--- src/rtl/bypass_arb_pkg.sv ---
// Shared definitions for bypass-wire schedulers.
// Contents:
//   MAX_REQ / MAX_PTRW : widest requester vector and pointer the helpers handle
//   rr_pick_t          : result of a round-robin selection (found flag, index, one-hot)
//   ptr_inc()          : advance a round-robin pointer, wrapping at nreq (not 2^width)
//   rr_select()        : round-robin priority select (rotate, find-first, unrotate)
package bypass_arb_pkg;

    localparam int unsigned MAX_REQ  = 16;
    localparam int unsigned MAX_PTRW = 4;

    typedef struct packed {
        logic                found;
        logic [MAX_PTRW-1:0] idx;
        logic [MAX_REQ-1:0]  onehot;
    } rr_pick_t;

    // Next pointer after index cur; wraps at nreq so non-power-of-2 sizes work.
    function automatic logic [MAX_PTRW-1:0] ptr_inc(input logic [MAX_PTRW-1:0] cur,
                                                    input int unsigned         nreq);
        logic [31:0] sum;
        sum = 32'(cur) + 32'd1;
        if (sum >= nreq) begin
            sum = 32'd0;
        end else begin
            sum = sum;
        end
        return sum[MAX_PTRW-1:0];
    endfunction

    // First set bit of valid at or after cur, scanning modulo nreq.
    function automatic rr_pick_t rr_select(input logic [MAX_REQ-1:0]  valid,
                                           input logic [MAX_PTRW-1:0] cur,
                                           input int unsigned         nreq);
        rr_pick_t           res;
        logic [MAX_REQ-1:0] rot;
        logic [31:0]        pos;
        logic [31:0]        first;
        res.found  = 1'b0;
        res.idx    = {MAX_PTRW{1'b0}};
        res.onehot = {MAX_REQ{1'b0}};
        rot        = {MAX_REQ{1'b0}};
        first      = 32'd0;
        // Rotate: bit k of rot is requester (cur + k) mod nreq.
        for (int unsigned k = 0; k < MAX_REQ; k++) begin
            pos = 32'(cur) + 32'(k);
            if (pos >= nreq) begin
                pos = pos - nreq;
            end else begin
                pos = pos;
            end
            if (k < nreq) begin
                rot[k] = valid[pos[MAX_PTRW-1:0]];
            end else begin
                rot[k] = 1'b0;
            end
        end
        // Find-first: scanning downward lets the lowest set bit win without a break.
        for (int unsigned k = MAX_REQ; k > 0; k--) begin
            if (rot[k-1]) begin
                first     = 32'(k - 1);
                res.found = 1'b1;
            end else begin
                first = first;
            end
        end
        // Unrotate back to a requester index.
        pos = 32'(cur) + first;
        if (pos >= nreq) begin
            pos = pos - nreq;
        end else begin
            pos = pos;
        end
        if (res.found) begin
            res.idx                          = pos[MAX_PTRW-1:0];
            res.onehot[pos[MAX_PTRW-1:0]]    = 1'b1;
        end else begin
            res.idx = {MAX_PTRW{1'b0}};
        end
        return res;
    endfunction

endpackage

--- src/rtl/rr_pick.sv ---
// Combinational find-first-from-pointer selector.
// Ports:
//   req_valid [NREQ] : pending requests
//   ptr       [PTRW] : highest-priority requester this cycle
//   enable           : when low, no grant is produced
//   grant     [NREQ] : one-hot winner, or zero
//   winner    [PTRW] : encoded winner index (0 when no grant)
module rr_pick
    import bypass_arb_pkg::*;
#(
    parameter int NREQ = 4,
    parameter int PTRW = $clog2(NREQ)
) (
    input  logic [NREQ-1:0] req_valid,
    input  logic [PTRW-1:0] ptr,
    input  logic            enable,
    output logic [NREQ-1:0] grant,
    output logic [PTRW-1:0] winner
);

    rr_pick_t pick_s;

    // Round-robin select, gated by enable.
    always_comb begin
        pick_s = rr_select(MAX_REQ'(req_valid), MAX_PTRW'(ptr), NREQ);
        if (enable && pick_s.found) begin
            grant  = NREQ'(pick_s.onehot);
            winner = PTRW'(pick_s.idx);
        end else begin
            grant  = {NREQ{1'b0}};
            winner = {PTRW{1'b0}};
        end
    end

endmodule

--- src/rtl/bypass_rr_arbiter.sv ---
// Round-robin arbiter sharing one registered bypass wire among NREQ
// writeback requesters. At most one requester is granted per cycle; its
// payload appears on WVAL with WVALID one cycle later.
// Ports:
//   CLK, RST           : clock, synchronous active-high reset
//   req_valid [NREQ]   : request pending per requester
//   req_data  [NREQ*width] : payload i in bits [i*width +: width]
//   req_grant [NREQ]   : combinational one-hot accept (zero on flush/RST/idle)
//   flush              : suppresses all grants this cycle
//   WVAL [width]       : registered bypass payload (holds when no grant)
//   WVALID             : registered, WVAL was granted last cycle
//   ptr [PTRW]         : round-robin priority pointer
module bypass_rr_arbiter
    import bypass_arb_pkg::*;
#(
    parameter int NREQ  = 4,
    parameter int width = 64,
    parameter int PTRW  = $clog2(NREQ)
) (
    input  logic                  CLK,
    input  logic                  RST,
    input  logic [NREQ-1:0]       req_valid,
    input  logic [NREQ*width-1:0] req_data,
    output logic [NREQ-1:0]       req_grant,
    input  logic                  flush,
    output logic [width-1:0]      WVAL,
    output logic                  WVALID,
    output logic [PTRW-1:0]       ptr
);

    logic [PTRW-1:0]  ptr_r;
    logic [width-1:0] wval_r;
    logic             wvalid_r;
    logic [NREQ-1:0]  grant_s;
    logic [PTRW-1:0]  winner_s;
    logic             grant_any_s;
    logic             enable_s;
    logic [width-1:0] sel_data_s;

    // Reset and flush both block any acceptance in the current cycle.
    assign enable_s = ~RST & ~flush;

    rr_pick #(
        .NREQ (NREQ),
        .PTRW (PTRW)
    ) u_pick (
        .req_valid (req_valid),
        .ptr       (ptr_r),
        .enable    (enable_s),
        .grant     (grant_s),
        .winner    (winner_s)
    );

    assign grant_any_s = |grant_s;

    // AND-OR payload mux keyed directly on the one-hot grant.
    always_comb begin
        sel_data_s = {width{1'b0}};
        for (int i = 0; i < NREQ; i++) begin
            sel_data_s = sel_data_s | ({width{grant_s[i]}} & req_data[i*width +: width]);
        end
    end

    // Pointer and output registers; WVAL holds across idle cycles.
    always_ff @(posedge CLK) begin
        if (RST) begin
            ptr_r    <= {PTRW{1'b0}};
            wval_r   <= {width{1'b0}};
            wvalid_r <= 1'b0;
        end else if (grant_any_s) begin
            ptr_r    <= PTRW'(ptr_inc(MAX_PTRW'(winner_s), NREQ));
            wval_r   <= sel_data_s;
            wvalid_r <= 1'b1;
        end else begin
            wvalid_r <= 1'b0;
        end
    end

    assign req_grant = grant_s;
    assign WVAL      = wval_r;
    assign WVALID    = wvalid_r;
    assign ptr       = ptr_r;

endmodule

--- config.mk ---
export PLATFORM = sky130hd
export DESIGN_NAME = bypass_rr_arbiter
export DESIGN_NICKNAME = d
export VERILOG_FILES = /design/src/rtl/bypass_arb_pkg.sv /design/src/rtl/rr_pick.sv /design/src/rtl/bypass_rr_arbiter.sv
export SDC_FILE = /design/constraint.sdc
export NUM_CORES = 1
export LEC_CHECK = 0
export ABC_AREA = 1
export BUFFER_PORTS_ARGS = -buffer_cell sky130_fd_sc_hd__buf_2
export CAP_MARGIN = 20
export CORE_AREA = 2 2 130 132
export DETAILED_ROUTE_END_ITERATION = 10
export DIE_AREA = 0 0 132 134
export PLACE_DENSITY = 0.7
export SLEW_MARGIN = 25
export SYNTH_ARGS = -nofsm -noshare
export SYNTH_HDL_FRONTEND = slang
export SYNTH_SLANG_ARGS = --single-unit
--- constraint.sdc ---
create_clock -name CLK -period 4.4 [get_ports CLK]
set_input_delay 0.44 -clock CLK [delete_from_list [all_inputs] [get_ports CLK]]
set_output_delay 0.44 -clock CLK [all_outputs]
set_load 0.01 [all_outputs]
==> flow_metrics.tcl, run 1 <==
set metrics [dict create \
    rsz0062_at_grt "no" \
    cts-root-buf "clkbuf_16" \
    fmax_ghz 0.266 \
    post_cts_resized 0 \
    endpoint_kind "output pin" \
    clock-sinks 67 \
    yosys_most_used_dff "dfxtp_1" \
    drt-initial-drc-count 170 \
    vdd_drop_max_uv 282 \
    ys_warn_count 0 \
    num_io_pins 334 \
    synthCells 770 \
    cts_made_buffers 9 \
    grt_first_pass_wirelength_um 26400 \
    r2r_start "ptr[0]" \
    routabilityCongestion 0.830 \
    critPathArrivalTime_ns 3.32 \
    antenna_found_initial 0 \
    start_kind "flop" \
    tightest_slew_ns 0.718 \
    cp_slowest_cell "dfxtp_1" \
    dpl.cell_count 1281 \
    power_density_nw_per_um2 506 \
    wl_um 16900 \
    fp.coreArea_um2 16300 \
    ys_seq_elements 67 \
    num_vias 5988 \
    r2r_setup_slack_ns 1.18 \
    yosysSeqAreaShare_pct 30.4 \
    setup_viol 0 \
    grt_pass1_vias 5526 \
    start_util_pct 27.1 \
    drc 0 \
    grt_overflow 0 \
    path_common_cell "nand2_1" \
    crit_path_max_fanout 58 \
    clkLatencyLatePin_ns 0.33 \
    critPathLaunch "ptr[0]" \
    die_y_um 134 \
    rows 47 \
    antenna_cells 0 \
    avgSynthCellArea_um2 5.73 \
    grt.total_usage_pct 18.4 \
    critical_path_required_ns 3.96 \
    htree_num_levels 3 \
    final_cell_mix "nand2_1, buf_2, nand3_1" \
    firstDrtPassIters 4 \
    synth-edff-count 0 \
    fillers 1814 \
    drv_cap 0 \
    hold_class "in -> reg" \
    crit_chain "inv_2, ha_1, inv_1, nand3_1, nand2_1, nor2_1, nand2_1, a21boi_0, ha_1, xor2_1, nand2_1, nand2_4, buf_4, nand2_1, inv_1, buf_2" \
    syn_nets 1039 \
    hold_buffers 0 \
    clock-skew-final_ns 0.00977 \
    post-route-period-util_pct 85.4 \
    ff2ff_path_depth 17 \
    dieArea_um2 17700 \
    final_common_cell "nand2_1" \
    p_leak_nw 3.95 \
    io_buffer_count 333 \
    drive_above_1_share_pct 34.4 \
    cts_tree "built" \
    async_flop_share_pct 0 \
    setup_tns_ns 0 \
    vias_per_cell 4.62 \
    clk_pin_slew_worst_paths_ns 0.06 \
    regToRegEndpoint "WVAL[62]" \
    yosysUniqueCellTypes 18 \
    die_w_um 132 \
    hold_violations 0 \
    status "completed" \
    cts.path.max_buffers 2 \
    report.final.slew_viol_count 0 \
    syn2layout_area_growth_pct 46.3 \
    fin_cells 1297 \
    crit_type "reg -> out" \
    timing.final.crit_period_ns 3.76 \
    final_antenna_net_count 0 \
    total_power_mw 3.26 \
    crit_path_max_incr_delay_ns 0.53 \
    dp_hpwl_um 12800 \
    slew_headroom_pct 52.1 \
    endpoint "req_grant[2]" \
    cts_setup_buffers 0 \
    wl_per_cell_um 13.1 \
    grt_max_degree 73 \
    netlist_area_um2 4410 \
    final_nets 1341 \
]
## worst max-delay path, delay by kind of cell (launching register included)
| kind | cells | cell delay (ns) |
|---|---|---|
| AND/OR/NAND/NOR | 7 | 0.66 |
| XOR/XNOR | 1 | 0.20 |
| buffers and inverters | 5 | 0.86 |
| AO/OA/AOI/OAI | 1 | 0.17 |
| adder cells (fa/ha/maj) | 2 | 0.55 |
| flip-flops | 1 | 0.53 |
## worst min-delay path by stage
stage / end / start / slack (ns) / cells past startpoint
after floorplan: WVAL[15] / WVAL[15] / 0.49 / 2
after global placement: WVAL[40] / WVAL[40] / 0.45 / 2
after detailed placement: WVAL[49] / WVAL[49] / 0.46 / 2
after CTS: ptr[1] / RST / 0.31 / 2
after global routing: ptr[1] / RST / 0.33 / 2
final: ptr[1] / RST / 0.34 / 2
## cell type report
cell class | instances | area (um^2) | area share, %
clock buffer | 12 | 236 | 3.66
multi-input combinational | 632 | 2740 | 42.4
timing repair buffer | 345 | 1770 | 27.4
clock inverter | 4 | 27.5 | 0.427
sequential | 67 | 1340 | 20.8
tap | 220 | 275 | 4.27
inverter | 17 | 63.8 | 0.989
## routing by layer
layer  GRT usage (%)  share of wire (%)  vias up
met4            8.82                2.9        0
li1                -                  -     3061
met5               0                  0        -
met2            33.7                 50      259
met1            20.4                 40     2639
met3            3.78                6.9       29
## metrics by stage
step                      worst slack [ns]  area, um^2  util (%)  hold WS (ns)
after global routing                 0.331        6450      39.6         0.334
after global placement                1.08        6190      38.0         0.455
after detailed placement              1.00        6190      38.0         0.459
after floorplan                       1.52        4410         -         0.491
final                                0.643        6450      39.6         0.337
after CTS                            0.625        6450      39.6         0.313
## synth_stat cells, types with 2 or more instances
cell / n / area share (%)
nand2_1: 343 / 29
nand3_1: 203 / 23
nor2_1: 69 / 5.9
dfxtp_1: 67 / 30
buf_2: 21 / 2.4
buf_4: 16 / 2.7
clkbuf_1: 16 / 1.4
inv_1: 12 / 1.0
ha_1: 6 / 1.7
inv_2: 5 / 0.43
nand2_2: 4 / 0.57
nor2_2: 2 / 0.28
## sequential cells by signal, summed over array words and instances, names as in the netlist
register / cells
WVAL: 64
ptr: 2
WVALID: 1
## kinds of logic (layout without fill, tap and decap cells)
family | count (synthesis) | after routing | share of synthesized area, %
AO/OA/AOI/OAI | 3 | 3 | 0.482
XOR/XNOR | 1 | 1 | 0.199
adder cells (fa/ha/maj) | 6 | 6 | 1.70
buffers and inverters | 71 | 378 | 8.00
flip-flops | 67 | 67 | 30.4
AND/OR/NAND/NOR | 622 | 622 | 59.2
## report_power, final
part | internal [mW] | total [mW] | leakage, nW | switching [mW]
clock network | 0.382 | 0.641 | 0.131 | 0.259
logic | 0.563 | 1.71 | 3.27 | 1.15
registers | 0.808 | 0.909 | 0.554 | 0.100
No activity file was read; power rests on OpenSTA's default activity.
==> run 2: changes to the inputs <==
BUFFER_PORTS_ARGS = unset   (was -buffer_cell sky130_fd_sc_hd__buf_2)
CORE_AREA = 2 2 129 131   (was 2 2 130 132)
DIE_AREA = 0 0 131 133   (was 0 0 132 134)
DONT_BUFFER_PORTS = 1   (was unset)
PLACE_DENSITY = 0.53   (was 0.7)
==> flow_metrics.tcl, run 2 (synthesis results as in run 1) <==
set metrics [dict create \
    regToRegEndpoint "WVAL[4]" \
    tightest_slew_ns 0.757 \
    crit_chain "inv_2, ha_1, inv_1, nand3_1, nand2_1, nor2_1, nand2_1, a21boi_0, ha_1, xor2_1, inv_1, nand3_1, nand2_4, nor2_4, buf_4" \
    cts.path.max_buffers 2 \
    ff2ff_path_depth 17 \
    final_nets 1009 \
    clock-sinks 67 \
    drt-initial-drc-count 202 \
    drv_cap 0 \
    grt.total_usage_pct 17.5 \
    crit_path_max_fanout 37 \
    place_area_um2 4530 \
    routabilityCongestion 0.919 \
    fp.coreArea_um2 16200 \
    final_core_util_pct 29.8 \
    dr_wl_met2_um 8060 \
    critPathLaunch "ptr[0]" \
    hold_violations 0 \
    rsz0062_at_grt "no" \
    report.final.slew_viol_count 0 \
    wl_met1_um 6130 \
    largest_register_ffs 64 \
    num_vias 4725 \
    p_leak_nw 2.58 \
    drive_above_1_share_pct 5.50 \
    grt_first_pass_wirelength_um 23100 \
    post-place-ws_ns 1.03 \
    hold_buffers 0 \
    setup_tns_ns 0 \
    htree_num_levels 3 \
    vdd_drop_max_uv 231 \
    cts-root-buf "clkbuf_16" \
    seq_area_um2 1340 \
    cts_setup_buffers 0 \
    setup_viol 0 \
    final_common_cell "nand2_1" \
    clock-skew-final_ns 0.00508 \
    fillers 1812 \
    status "completed" \
    grt_max_degree 67 \
    rows 47 \
    dr_wl_met3_um 1350 \
    power_density_nw_per_um2 641 \
    postLayoutSetupSlackWorst_ns 0.663 \
    clk_pin_slew_worst_paths_ns 0.06 \
    die_w_um 131 \
    firstDrtPassIters 5 \
    r2r_setup_slack_ns 1.00 \
    vias_per_cell 4.89 \
    io_buffer_count 0 \
    crit_path_max_incr_delay_ns 0.60 \
    final_cell_mix "nand2_1, nand3_1, nor2_1" \
    drc 0 \
    critPathArrivalTime_ns 3.30 \
    antenna_found_initial 1 \
    cp_slowest_cell "dfxtp_1" \
    start_util_pct 27.3 \
    wl_um 16100 \
    multi_input_area_um2 2740 \
    r2r_start "ptr[0]" \
    total_power_mw 3.10 \
    post_cts_resized 0 \
    wl_per_cell_um 16.7 \
    dp_hpwl_um 11600 \
    hold_path_startpoint "RST" \
    num_io_pins 334 \
    stdcell_area_um2 4830 \
    slew_headroom_pct 49.5 \
    critical_path_required_ns 3.96 \
    hold_class "in -> reg" \
    die_y_um 133 \
    fmax_ghz 0.268 \
    post-route-period-util_pct 84.9 \
    syn2layout_area_growth_pct 9.45 \
    crit_type "reg -> out" \
    top_layer_used "met4" \
    cts_tree "built" \
    dieArea_um2 17400 \
    endpoint "req_grant[1]" \
    final_antenna_net_count 0 \
    cts_made_buffers 9 \
    timing.final.crit_period_ns 3.74 \
    start_kind "flop" \
    grt_overflow 0 \
    clkLatencyLatePin_ns 0.33 \
    grt_pass1_vias 4336 \
    endpoint_kind "output pin" \
]
run 2: power breakdown:
group	switching (mW)	internal [mW]
clock	0.280	0.451
combinational	0.950	0.363
sequential	0.242	0.810
total	1.47	1.62
run 2: worst min path at each step:
stage,end,slack [ns],cells past startpoint
global placement,WVAL[10],0.50,2
detailed placement,WVAL[0],0.51,2
CTS,ptr[1],0.16,1
global route,ptr[1],0.16,1
floorplan,WVAL[15],0.49,2
finish,ptr[1],0.18,1
run 2: routing by layer:
layer / global-route usage, % / vias to the layer above
li1: - / 2399
met1: 18.3 / 2064
met2: 32.0 / 238
met3: 4.16 / 24
met4: 8.57 / 0
met5: 0 / -
run 2: area by class of cell:
class / count / share of cell area (%)
Antenna cell: 1 / 0.0518
Clock buffer: 11 / 5.03
Clock inverter: 5 / 1.09
Inverter: 17 / 1.32
Multi-Input combinational cell: 632 / 56.7
Sequential cell: 67 / 27.8
Tap cell: 220 / 5.70
Timing Repair Buffer: 13 / 2.28
run 2: critical path: cells and delay by family, from the launching register on:
kind	cells	cell delay, ns
and+or+nand+nor	7	0.76
buffers and inverters	4	0.68
DFF	1	0.60
adders and majority gates	2	0.54
xor gates and xnor gates	1	0.19
AOI/OAI and AO/OA	1	0.18
run 2: per-stage QoR:
stage | hold slack, ns | std cells
3_5_place_dp | 0.512 | 949
6_report | 0.176 | 966
3_3_place_gp | 0.504 | 949
2_1_floorplan | 0.491 | 770
4_1_cts | 0.159 | 965
5_1_grt | 0.163 | 966
==> run 3: changes to the inputs <==
PLACE_DENSITY = 0.54   (was 0.53)
clock period = 3.2 ns   (was 4.4 ns; I/O delays follow)
==> flow_metrics.tcl, run 3 (synthesis results as in run 1) <==
set metrics [dict create \
    status "completed" \
    r2r_setup_slack_ns 0.34 \
    final_common_cell "nand2_1" \
    crit_path_max_fanout 19 \
    drc 0 \
    postLayoutSetupSlackWorst_ns 0.240 \
    num_io_pins 334 \
    report.final.slew_viol_count 0 \
    cts.path.max_buffers 2 \
    vdd_drop_max_uv 325 \
    fin_cells 971 \
    final_cell_mix "nand2_1, nand3_1, nor2_1" \
    hold_class "in -> reg" \
    start_kind "flop" \
    place_area_um2 4590 \
    multi_input_area_um2 2740 \
    hold_violations 0 \
    antenna_found_initial 0 \
    clock-skew-final_ns 0.0122 \
    p_leak_nw 2.65 \
    die_y_um 133 \
    p_switching_mw 2.04 \
    intPower_mw 2.39 \
    stdcell_area_um2 4970 \
    swShare_pct 46.0 \
    drv_cap 0 \
    fillers 1817 \
    clk_pin_slew_worst_paths_ns 0.06 \
    setup_tns_ns 0 \
    power_density_nw_per_um2 892 \
    setup_viol 0 \
    cts_made_buffers 9 \
    grt_max_degree 77 \
    clock-sinks 67 \
    vias_per_cell 5.01 \
    critical_path_required_ns 2.88 \
    antenna_cells 0 \
    clkPwrFrac_pct 23.4 \
    timing.final.crit_period_ns 2.96 \
    die_w_um 131 \
    wl_um 16500 \
    pwr-share-comb_pct 44.5 \
    io_buffer_count 0 \
    largest_register_ffs 64 \
    grt_first_pass_wirelength_um 23000 \
    dpl.cell_count 952 \
    dp_hpwl_um 12200 \
    dieArea_um2 17400 \
    fp.coreArea_um2 16200 \
    fmax_ghz 0.338 \
    cts-root-buf "clkbuf_16" \
    slew_headroom_pct 61.4 \
    start_util_pct 27.3 \
    tightest_slew_ns 0.578 \
    seqPwrFrac_pct 32.2 \
    drt-initial-drc-count 337 \
    endpoint_kind "output pin" \
    final_antenna_net_count 0 \
    grt.total_usage_pct 17.3 \
    cts_tree "built" \
    crit_type "reg -> out" \
    post-place-ws_ns 0.401 \
    rows 47 \
    num_vias 4867 \
    firstDrtPassIters 5 \
    seq_area_um2 1340 \
    drive_above_1_share_pct 6.52 \
    syn2layout_area_growth_pct 12.7 \
    htree_num_levels 3 \
    grt_pass1_vias 4259 \
    clkLatencyLatePin_ns 0.33 \
    routabilityCongestion 0.831 \
    critPathArrivalTime_ns 2.64 \
    post-route-period-util_pct 92.5 \
    wl_per_cell_um 17.0 \
    grt_overflow 0 \
    final_nets 1017 \
]
-- run 3: cell count changes in the layout (fill, tap and decap cells not counted), sizes merged --
cell      before  now
clkbuf        11   13
buf           13   20
clkinvlp       1    0
clkinv         3    1
diode          1    0
-- run 3: repair_timing --
action	CTS	global route
gates resized for setup	0	3
endpoints found under the setup margin	0	2
buffers inserted	0	4
hold buffers	0	0
-- run 3: routing by layer --
| metal | routed length, um | global-route usage (%) |
|---|---|---|
| met1 | 6470 | 18.9 |
| met5 | 0 | 0 |
| met3 | 1410 | 4.33 |
| met2 | 8340 | 32.0 |
| met4 | 310 | 5.97 |
-- run 3: per-stage QoR --
stage / power [mW] / hold WS (ns) / utilization (%)
after floorplan: 2.86 / 0.389 / -
after global placement: 3.33 / 0.407 / 28.4
after detailed placement: 3.34 / 0.397 / 28.4
after CTS: 4.39 / 0.0354 / 30.2
after global routing: 4.80 / 0.0375 / 30.7
final: 4.44 / 0.0572 / 30.7
-- run 3: final timing paths --
| path | startpoint | to | cells past startpoint |
|---|---|---|---|
| max | ptr[0] | req_grant[1] | 15 |
| min | RST | ptr[1] | 1 |
| max reg2reg | ptr[0] | WVAL[39] | 19 |
| min reg2reg | WVAL[0] | WVAL[0] | 2 |
-- run 3: power by group through the flow --
stage          Sequential (mW)  Clock [mW]  Combinational (mW)
6_report                  1.43        1.04                1.97
5_1_grt                   1.46        1.11                2.24
4_1_cts                   1.43        1.07                1.89
3_5_place_dp              1.45           0                1.89
3_3_place_gp              1.46           0                1.87
2_1_floorplan             1.38           0                1.48
-- run 3: final cells by class --
cell class	instances	share of cell area (%)
multi-input combinational	632	55.2
sequential	67	27.0
tap	220	5.54
clock buffer	12	5.36
timing repair buffer	21	4.93
inverter	17	1.28
clock inverter	2	0.705
-- run 3: critical path: stages, from the launching register on --
cell and delay (ns):
dfxtp_1 0.34, inv_2 0.07, ha_1 0.32, inv_1 0.06
nand3_1 0.10, nand2_1 0.05, nor2_1 0.08, nand2_1 0.05
a21boi_0 0.17, ha_1 0.19, xor2_1 0.18, inv_1 0.06
nand3_1 0.12, nand2_4 0.12, nor2_4 0.20, buf_12 0.19
